**src/rtl/pc_sequencer.sv**
```systemverilog
// Instruction-fetch sequencer: drives PC counter load/preset/ce and the
// instruction-memory handshake, with run/step/halt, debugger load and fetch timeout.
module pc_sequencer #(
    parameter int               WIDTH     = 8,
    parameter logic [WIDTH-1:0] RESET_VEC = '0,
    parameter int               TIMEOUT   = 15
) (
    input  logic             clk,
    input  logic             reset,
    input  logic             run,
    input  logic             step,
    input  logic             halt,
    input  logic             dbg_load,
    input  logic [WIDTH-1:0] dbg_addr,
    input  logic             jump,
    input  logic [WIDTH-1:0] jump_addr,
    input  logic             fetch_ack,
    output logic             fetch_req,
    output logic             ir_strobe,
    output logic             pc_load,
    output logic [WIDTH-1:0] pc_preset,
    output logic             pc_ce,
    output logic [2:0]       state,
    output logic             fault
);
    // state  | meaning
    // INIT   | one-shot load of RESET_VEC into the PC
    // IDLE   | stopped; accepts debugger load, run or step
    // FETCH  | fetch_req high, waiting for fetch_ack or timeout
    // EXEC   | IR valid; decoder's jump/jump_addr sampled
    // UPDATE | PC advanced or loaded; decide next fetch or idle
    // FAULT  | fetch timed out; terminal until reset
    typedef enum logic [2:0] {
        S_INIT   = 3'd0,
        S_IDLE   = 3'd1,
        S_FETCH  = 3'd2,
        S_EXEC   = 3'd3,
        S_UPDATE = 3'd4,
        S_FAULT  = 3'd5
    } state_t;

    localparam int CW = (TIMEOUT > 2) ? $clog2(TIMEOUT) : 1;

    state_t           state_q, state_d;
    logic [CW-1:0]    wait_q, wait_d;
    logic             step_q, step_d;
    logic             req_d, strobe_d, load_d, ce_d, fault_d;
    logic [WIDTH-1:0] preset_d;
    logic             go;

    assign go    = run && !halt;
    assign state = state_q;

    always_ff @(posedge clk or posedge reset) begin
        if (reset) begin
            state_q   <= S_INIT;
            wait_q    <= '0;
            step_q    <= 1'b0;
            fetch_req <= 1'b0;
            ir_strobe <= 1'b0;
            pc_load   <= 1'b0;
            pc_preset <= '0;
            pc_ce     <= 1'b0;
            fault     <= 1'b0;
        end else begin
            state_q   <= state_d;
            wait_q    <= wait_d;
            step_q    <= step_d;
            fetch_req <= req_d;
            ir_strobe <= strobe_d;
            pc_load   <= load_d;
            pc_preset <= preset_d;
            pc_ce     <= ce_d;
            fault     <= fault_d;
        end
    end

    always_comb begin
        state_d  = state_q;
        wait_d   = wait_q;
        step_d   = step_q;
        req_d    = 1'b0;
        strobe_d = 1'b0;
        load_d   = 1'b0;
        ce_d     = 1'b0;
        preset_d = pc_preset;
        fault_d  = fault;
        case (state_q)
            S_INIT: begin
                load_d   = 1'b1;
                preset_d = RESET_VEC;
                state_d  = S_IDLE;
            end
            S_IDLE: begin
                // A load already pulsing blocks a second one so pc_load never stretches.
                if (dbg_load && !pc_load) begin
                    load_d   = 1'b1;
                    preset_d = dbg_addr;
                end else if (go || step) begin
                    state_d = S_FETCH;
                    req_d   = 1'b1;
                    wait_d  = '0;
                    step_d  = !go;
                end
            end
            S_FETCH: begin
                if (fetch_ack) begin
                    state_d  = S_EXEC;
                    strobe_d = 1'b1;
                end else if (wait_q == CW'(TIMEOUT - 1)) begin
                    state_d = S_FAULT;
                    fault_d = 1'b1;
                end else begin
                    req_d  = 1'b1;
                    wait_d = wait_q + 1'b1;
                end
            end
            S_EXEC: begin
                state_d = S_UPDATE;
                if (jump) begin
                    load_d   = 1'b1;
                    preset_d = jump_addr;
                end else begin
                    ce_d = 1'b1;
                end
            end
            S_UPDATE: begin
                step_d = 1'b0;
                if (go && !step_q) begin
                    state_d = S_FETCH;
                    req_d   = 1'b1;
                    wait_d  = '0;
                end else begin
                    state_d = S_IDLE;
                end
            end
            S_FAULT: begin
                fault_d = 1'b1;
            end
            default: begin
                state_d = S_INIT;
            end
        endcase
    end
endmodule

```
**config.mk**
```make
export PLATFORM = sky130hd
export DESIGN_NAME = pc_sequencer
export DESIGN_NICKNAME = d
export VERILOG_FILES = /design/src/rtl/pc_sequencer.sv
export SDC_FILE = /design/constraint.sdc
export NUM_CORES = 1
export LEC_CHECK = 0
export BUFFER_PORTS_ARGS = -buffer_cell sky130_fd_sc_hd__buf_2
export CAP_MARGIN = 20
export CORE_ASPECT_RATIO = 0.8
export CORE_UTILIZATION = 46
export CTS_BUF_LIST = sky130_fd_sc_hd__clkbuf_4 sky130_fd_sc_hd__clkbuf_8
export CTS_CLUSTER_DIAMETER = 40
export DETAILED_ROUTE_END_ITERATION = 8
export PLACE_DENSITY = 0.78
export SLEW_MARGIN = 0
export SYNTH_ARGS = -nofsm -noshare
export SYNTH_HDL_FRONTEND = slang
export SYNTH_SLANG_ARGS = --single-unit
```
**constraint.sdc**
```tcl
create_clock -name clk -period 1.4 [get_ports clk]
set_input_delay 0.21 -clock clk [delete_from_list [all_inputs] [get_ports clk]]
set_output_delay 0.21 -clock clk [all_outputs]
set_load 0.005 [all_outputs]
```
==> metrics.yaml, run 1 <==
pin_count_of_the_biggest_net_entering_global_routing: 22
cts_inserted_buffers: 3
syn_area_mm2: 0.00112
final.setup.worst_slack_ns: -0.0895
slowest_delay_ns: 0.50
proportion_of_register_bits_with_asynchronous_set_or_reset_after_synthesis_pct: 100
layout.nets: 192
antenna_found_initial: 0
post-dp-hpwl_um: 2070
ir_worst_vdd_v: 0.000455
post_dp_cell_area_mm2: 0.00146
area_growth_syn_to_layout_pct: 52.8
finalWeightedCongestion: 0.781
critPathSlowestCell: "sky130_fd_sc_hd__dfrtp_2"
postSynthNetCount: 124
clock-skew-final_ns: 0.00407
final_area_mm2: 0.00171
floorplan.die.height_um: 46.1
antenna_left: 0
numPortBuffers: 39
slew_violations: 0
rows: 15
synth_enable_flop_cells: 0
post_synth_most_frequent_cells: "sky130_fd_sc_hd__dfrtp_1, sky130_fd_sc_hd__o21ai_0, sky130_fd_sc_hd__a22o_1, sky130_fd_sc_hd__mux2_2"
timing.final.crit_period_ns: 1.49
clk-insertion-delay-late_ns: 0.31
worstPathCellList: "and2b_2 > a32oi_4 > or2_4 > a32o_1"
power.density_cell_area_mw_per_mm2: 584
synth_most_common_cell: "sky130_fd_sc_hd__dfrtp_1"
groute.usage.overall_pct: 25.4
drive_gt1_share_pct: 61.2
post_synth_num_cell_types: 37
fill_cells: 148
die-area_mm2: 0.00263
sequential_share_of_the_synthesized_area_pct: 47.1
initial_core_utilization_pct: 50.4
max_freq_mhz: 671
power.leakage_nw: 0.812
grt.overflow.total: 0
grt_pass1_vias: 1057
run_status: "finished, violations left"
path_clk_slew_ns: 0.12
routed_wl_um: 3200
crit_path_start_kind: "flip-flop"
relSlewSlack_pct: 76.2
total_power_w: 0.000996
synth_flop_cell: "sky130_fd_sc_hd__dfrtp_1"
htree_num_levels: 1
wire_length_of_the_first_global_routing_pass_um: 4860
syn_area_per_cell_um2: 11.4
synthTopCellsByArea: "sky130_fd_sc_hd__dfrtp_1, sky130_fd_sc_hd__mux2_2, sky130_fd_sc_hd__a22o_1"
clock_sinks: 21
critical_path_arrival_ns: 1.74
via_count: 1070
first_iter_violations: 38
antenna_cells: 0
max-cap-violations: 0
critPathCaptureType: "flip-flop"
reg2reg_path_depth: 4
layoutNonFillerInstCount: 190
area.sequential_um2: 528
hp-class: "in -> reg"
final.hold.worst_slack_ns: 0.0632
hold_violations: 0
fp.dieW_um: 57.1
vias_per_cell: 5.63
failed_checks: "DRC, setup timing"
worst_hold_path.num_cells: 2
maximum_fanout_count_along_the_critical_path: 7
multi_input_comb_area_um2: 659
placed_cells_incl_taps: 176
worst_margin_pin_slew_ns: 0.353
drtPass1Iterations: 6
flops_latches_synth: 21
rsz_0062_raised_after_global_routing: "yes"
drt_drc_violations_left: 10
cts_root_buffer: "sky130_fd_sc_hd__clkbuf_4"
io-pin-count: 40
setup.worst_path.class: "reg -> reg"
synthesis.yosys.warnings: 0
synth_area_leader_cell: "sky130_fd_sc_hd__dfrtp_1"
fp.coreArea_mm2: 0.00221
synthDominantCellAreaShare_pct: 47.1
utilization_pct: 77.0
report.final.setup_viol: 15
cts_tree: "done"
post_synth_inst_count: 98
post-route-period-util_pct: 106
max-clock-path-buffers: 2
detail_route.wl_per_cell_um: 16.9
critPathRequiredTime_ns: 1.65
-- area by class of cell --
| class | instances | area share [%] |
|---|---|---|
| well taps | 25 | 1.83 |
| repair buffers | 68 | 26.1 |
| inverters | 3 | 0.660 |
| clock buffers | 4 | 1.76 |
| flip-flops and latches | 21 | 31.0 |
| multi-input cells | 69 | 38.7 |
-- stage by stage --
stage	setup WS, ns	TNS [ns]
6_report	-0.0895	-0.945
5_1_grt	-0.160	-1.72
4_1_cts	-0.0736	-0.563
3_5_place_dp	-0.190	-1.82
3_3_place_gp	-0.110	-1.12
2_1_floorplan	-0.0685	-0.602
-- cell usage in the layout (no fill, tap or decap), types with 3 or more instances in the layout --
master                     Yosys  layout
sky130_fd_sc_hd__inv_1         3       3
sky130_fd_sc_hd__clkbuf_4      0       4
sky130_fd_sc_hd__mux2_4        0       8
sky130_fd_sc_hd__buf_2         2      38
sky130_fd_sc_hd__dfrtp_1      21      19
sky130_fd_sc_hd__buf_6         2       4
sky130_fd_sc_hd__buf_4         0      24
sky130_fd_sc_hd__nor2b_1       3       3
sky130_fd_sc_hd__nand2_1       3       3
sky130_fd_sc_hd__o21ai_0       9       6
sky130_fd_sc_hd__nor3_1        3       3
sky130_fd_sc_hd__a22o_1        8       8
-- timing repair --
action | CTS | global route
hold buffers | 1 | 0
resized for setup | 20 | 16
endpoints found under the setup margin | 16 | 19
pin swaps | 8 | 6
buffers inserted | 7 | 2
endpoints found under the hold margin | 21 | 0
-- worst max-delay path, delay by kind of cell, from the launching register on --
family,cells,cell delay (ns)
AND/OR/NAND/NOR,2,0.47
AO/OA/AOI/OAI,2,0.46
flip-flops,1,0.50
-- routing by layer --
metal	share of wire [%]	vias to the layer above	global-route usage, %
met4	0.41	0	6.83
met5	0	-	0
met3	4.2	2	6.18
li1	-	504	-
met1	43	535	31.4
met2	52	29	45.4
-- registers in the layout (all words and copies together) (netlist names) --
register / cells
fault: 1
fetch_req: 1
ir_strobe: 1
pc_ce: 1
pc_load: 1
pc_preset: 8
state: 3
step_q: 1
wait_q: 4
-- logic make-up (layout without fill, tap and decap cells) --
family          after synthesis  count (layout)  share of synthesized area, %
compound gates               32              32                          23.5
simple gates                 27              27                          14.8
flops                        21              21                          47.1
mux                           8               8                          8.07
buf+inv                       8              75                          4.26
fa+ha+maj                     2               2                          2.24
-- final timing paths --
path,slack [ns],endpoint,startpoint
max in group asynchronous,0.71,state[1],reset
hold / removal,0.06,pc_ce,jump
hold reg to reg,0.49,fault,fault
setup / recovery,-0.09,wait_q[3],state[2]
setup reg to reg,-0.09,wait_q[3],state[2]
min in group asynchronous,0.46,state[0],reset
-- report_power, final --
part | switching, W | internal [W]
combinational | 0.0000364 | 0.0000357
sequential | 0 | 0.000606
clock | 0.000187 | 0.000131
Note: power is estimated with default switching activity, not from simulation.
==> run 2, diff against run 1 <==
CORE_MARGIN = 4   (was not set)
==> metrics.yaml, run 2 (synthesis results as in run 1) <==
hp-class: "in -> reg"
antenna_left: 0
top_register: "pc_preset"
p_sw_share_pct: 24.3
maximum_fanout_count_along_the_critical_path: 7
finalWeightedCongestion: 0.840
placed_cells_incl_taps: 174
max_freq_mhz: 667
combPwrFrac_pct: 7.4
cts_tree: "done"
failed_checks: "setup timing"
hold_violations: 0
r2r_start: "state[1]"
first_iter_violations: 27
run_status: "finished, violations left"
worst_r2r_endpoint: "pc_preset[3]"
post-route-period-util_pct: 107
groute.usage.overall_pct: 19.4
routed_wl_um: 3180
io-pin-count: 40
slew_violations: 0
worst_hold_path.num_cells: 2
final.setup.worst_slack_ns: -0.0993
r2r_setup_slack_ns: -0.1
slowest_delay_ns: 0.47
clk-insertion-delay-late_ns: 0.32
initial_core_utilization_pct: 50.0
crit_path_start_kind: "flip-flop"
post-dp-hpwl_um: 2100
detail_route.wl_per_cell_um: 16.9
rsz_0062_raised_after_global_routing: "yes"
numPortBuffers: 39
max_ffs_per_register: 8
share_of_total_power_in_sequential_cells_pct: 61.2
grt_pass1_vias: 993
drt_drc_violations_left: 0
worstPathCellList: "buf_6 > a21o_4 > a21oi_4 > mux2_2"
critPathRequiredTime_ns: 1.62
antenna_cells: 0
final_common_cell: "sky130_fd_sc_hd__buf_2"
worst_margin_pin_slew_ns: 0.306
layoutNonFillerInstCount: 188
path_clk_slew_ns: 0.12
critical_path_arrival_ns: 1.72
reg2reg_path_depth: 4
drive_gt1_share_pct: 62.0
area_growth_syn_to_layout_pct: 49.9
total_power_w: 0.000990
area.sequential_um2: 529
htree_num_levels: 1
rows: 15
timing.final.crit_period_ns: 1.50
max-clock-path-buffers: 2
power_frac_clock_pct: 31.4
clock_sinks: 21
p_int_w: 0.000749
multi_input_comb_area_um2: 661
fill_cells: 145
antenna_found_initial: 0
report.final.setup_viol: 13
cts_inserted_buffers: 3
clock-skew-final_ns: 0.00694
setup.worst_path.class: "reg -> reg"
die-area_mm2: 0.00328
critPathCaptureType: "flip-flop"
power.density_cell_area_mw_per_mm2: 592
layout.cells.most_common_list: "sky130_fd_sc_hd__buf_2, sky130_fd_sc_hd__buf_4, sky130_fd_sc_hd__dfrtp_1"
wire_length_of_the_first_global_routing_pass_um: 4780
layout.nets: 190
via_count: 1076
power.leakage_nw: 0.787
drtPass1Iterations: 4
critPathSlowestCell: "sky130_fd_sc_hd__dfrtp_2"
fp.coreArea_mm2: 0.00223
max-cap-violations: 0
ir_worst_vdd_v: 0.000626
switching_power_w: 0.000241
hold_path_startpoint: "jump"
vias_per_cell: 5.72
grt.overflow.total: 0
fp.dieW_um: 63.1
cts_root_buffer: "sky130_fd_sc_hd__clkbuf_4"
timing.hold.worst_endpoint: "pc_ce"
relSlewSlack_pct: 79.6
pin_count_of_the_biggest_net_entering_global_routing: 22
floorplan.die.height_um: 52.1
final.hold.worst_slack_ns: 0.0596
==> run 2: power groups by stage <==
| stage | Combinational (W) | Sequential [W] | Clock (W) |
|---|---|---|---|
| global route | 0.0000814 | 0.000607 | 0.000349 |
| finish | 0.0000732 | 0.000606 | 0.000311 |
| global placement | 0.0000629 | 0.000618 | 0 |
| CTS | 0.0000733 | 0.000606 | 0.000311 |
| floorplan | 0.0000205 | 0.000618 | 0 |
| detailed placement | 0.0000660 | 0.000618 | 0 |
==> run 2: critical path, delay by kind of cell (launching register included) <==
kind                   cells  cell delay [ns]
AO/OA/AOI/OAI              2             0.42
buffers and inverters      1             0.14
flip-flops                 1             0.47
multiplexers               1             0.37
==> run 2: per-layer routing <==
layer	routed length (um)	track usage, %	up-vias
li1	-	-	500
met3	178	6.05	4
met2	1600	32.7	37
met4	34	7.69	0
met1	1370	23.2	535
met5	0	0	-
==> run 2: worst max-delay path by stage <==
stage	from	endpoint	slack (ns)	depth (start not counted)
floorplan	state[1]	pc_preset[0]	-0.07	4
global placement	state[1]	pc_preset[4]	-0.09	4
detailed placement	pc_load	pc_preset[3]	-0.11	4
CTS	pc_load	pc_preset[3]	-0.06	4
global route	state[1]	pc_preset[1]	-0.13	4
finish	state[1]	pc_preset[3]	-0.1	4
==> run 2: timing repair <==
action,in CTS,in global routing
hold endpoints to repair,21,0
hold buffers,1,0
resized for setup,20,12
cloned,1,0
pin swaps,3,2
setup buffers,3,5
setup endpoints to repair,15,17
==> run 2: per-stage QoR <==
step | instance area (um2) | utilization, % | setup slack, ns | setup TNS [ns]
6_report | 1670 | 74.9 | -0.0993 | -0.695
5_1_grt | 1670 | 74.9 | -0.134 | -1.38
4_1_cts | 1600 | 71.5 | -0.0629 | -0.342
3_5_place_dp | 1460 | 65.3 | -0.107 | -1.11
3_3_place_gp | 1460 | 65.3 | -0.0934 | -0.840
2_1_floorplan | 1130 | - | -0.0685 | -0.602
==> run 2: area by class of cell <==
cell class | count | share of cell area [%]
repair buffers | 65 | 24.7
flip-flops and latches | 21 | 31.6
multi-input cells | 70 | 39.5
well taps | 25 | 1.87
clock buffers | 3 | 1.35
inverters | 3 | 0.673
clock inverters | 1 | 0.299
==> run 3, diff against run 2 <==
SETUP_SLACK_MARGIN = 0.15   (was not set)
==> metrics.yaml, run 3 (synthesis results as in run 1) <==
hold_path_startpoint: "jump"
fp.dieW_um: 63.1
route.top_layer_used: "met4"
wire_length_of_the_first_global_routing_pass_um: 5160
r2r_setup_slack_ns: -0.15
final_common_cell: "sky130_fd_sc_hd__buf_2"
relSlewSlack_pct: 77.1
final_area_mm2: 0.00181
layoutNonFillerInstCount: 196
total_power_w: 0.000999
worst_margin_pin_slew_ns: 0.342
die-area_mm2: 0.00328
layout.nets: 198
hold_violations: 0
path_clk_slew_ns: 0.13
worst_r2r_endpoint: "wait_q[3]"
floorplan.die.height_um: 52.1
setup.worst_path.class: "reg -> reg"
critPathRequiredTime_ns: 1.62
vias_per_cell: 5.88
rsz_0062_raised_after_global_routing: "yes"
clock_sinks: 21
max-cap-violations: 0
met3_wirelength_um: 264
finalWeightedCongestion: 0.785
cts_root_buffer: "sky130_fd_sc_hd__clkbuf_4"
critPathCaptureType: "flip-flop"
antenna_found_initial: 0
timing.final.crit_period_ns: 1.55
drive_gt1_share_pct: 64.3
timing.hold.worst_endpoint: "pc_ce"
top_register: "pc_preset"
power.density_cell_area_mw_per_mm2: 553
groute.usage.overall_pct: 20.2
post-route-period-util_pct: 110
antenna_cells: 0
cts_tree: "done"
max_freq_mhz: 647
clock-skew-final_ns: 0.00555
maximum_fanout_count_along_the_critical_path: 7
detail_route.wl_per_cell_um: 19.4
wl_met1_um: 1570
crit_path_start_kind: "flip-flop"
final.setup.worst_slack_ns: -0.146
io-pin-count: 40
reg2reg_path_depth: 4
htree_num_levels: 1
report.final.setup_viol: 16
grt.overflow.total: 0
drtPass1Iterations: 5
fp.coreArea_mm2: 0.00223
r2r_start: "state[2]"
grt_pass1_vias: 1063
power.leakage_nw: 0.854
numPortBuffers: 39
first_iter_violations: 43
worst_hold_path.num_cells: 2
antenna_left: 0
max_ffs_per_register: 8
pin_count_of_the_biggest_net_entering_global_routing: 22
clk-insertion-delay-late_ns: 0.32
rows: 15
max-clock-path-buffers: 2
layout.cells.most_common_list: "sky130_fd_sc_hd__buf_2, sky130_fd_sc_hd__buf_4, sky130_fd_sc_hd__dfrtp_1"
hp-class: "in -> reg"
via_count: 1153
met2WireLength_um: 1870
initial_core_utilization_pct: 50.0
failed_checks: "setup timing"
area_growth_syn_to_layout_pct: 61.8
placed_cells_incl_taps: 178
drt_drc_violations_left: 0
slew_violations: 0
cts_inserted_buffers: 3
post-dp-hpwl_um: 2150
run_status: "finished, violations left"
critical_path_arrival_ns: 1.76
post_dp_cell_area_mm2: 0.00148
routed_wl_um: 3800
ir_worst_vdd_v: 0.000435
-- run 3: how the worst max path moves through the flow --
stage,startpoint,endpoint,slack [ns],depth (start not counted)
CTS,pc_load,pc_preset[6],-0.05,4
global placement,wait_q[0],wait_q[3],-0.07,6
global route,wait_q[1],wait_q[1],-0.21,5
floorplan,state[1],pc_preset[0],-0.07,4
finish,state[2],wait_q[3],-0.15,4
detailed placement,wait_q[0],wait_q[2],-0.15,7
-- run 3: report_power, final --
group / total, W / internal, W / switching, W
logic: 0.0000792 / 0.0000388 / 0.0000404
clock network: 0.000313 / 0.000107 / 0.000206
registers: 0.000606 / 0.000606 / 0
total: 0.000999 / 0.000752 / 0.000247
-- run 3: cell type report --
class	instances	area [um2]
clock buffer	3	22.5
clock inverter	1	5.00
fill	143	428
inverter	3	11.3
multi-input combinational	70	687
sequential	21	529
tap	25	31.3
timing repair buffer	73	519
-- run 3: routing by layer --
| metal | up-vias | global-route usage (%) |
|---|---|---|
| met1 | 556 | 25.5 |
| met4 | 0 | 6.23 |
| met2 | 65 | 35.0 |
| li1 | 518 | - |
| met3 | 14 | 4.32 |
| met5 | - | 0 |
-- run 3: timing repair --
| action | CTS | global route |
|---|---|---|
| cloned | 1 | 0 |
| endpoints found under the hold margin | 21 | 0 |
| endpoints found under the setup margin | 21 | 20 |
| resized for setup | 27 | 22 |
| pin swaps | 8 | 11 |
| hold buffers | 1 | 0 |
| setup buffers | 1 | 11 |
-- run 3: critical path, stage by stage (launching register included) --
cell                       delay, ns
sky130_fd_sc_hd__dfrtp_2        0.50
sky130_fd_sc_hd__buf_6          0.15
sky130_fd_sc_hd__nor3b_4        0.32
sky130_fd_sc_hd__o211ai_4       0.19
sky130_fd_sc_hd__a32o_1         0.27
-- run 3: through the flow --
step / setup WS, ns / hold WS (ns) / utilization [%] / TNS [ns]
3_3_place_gp: -0.0699 / 0.250 / 66.1 / -0.733
4_1_cts: -0.0500 / 0.0729 / 73.3 / -0.362
5_1_grt: -0.212 / 0.0707 / 80.8 / -2.28
3_5_place_dp: -0.151 / 0.263 / 66.1 / -1.28
6_report: -0.146 / 0.0784 / 80.8 / -1.38
2_1_floorplan: -0.0685 / 0.187 / - / -0.609
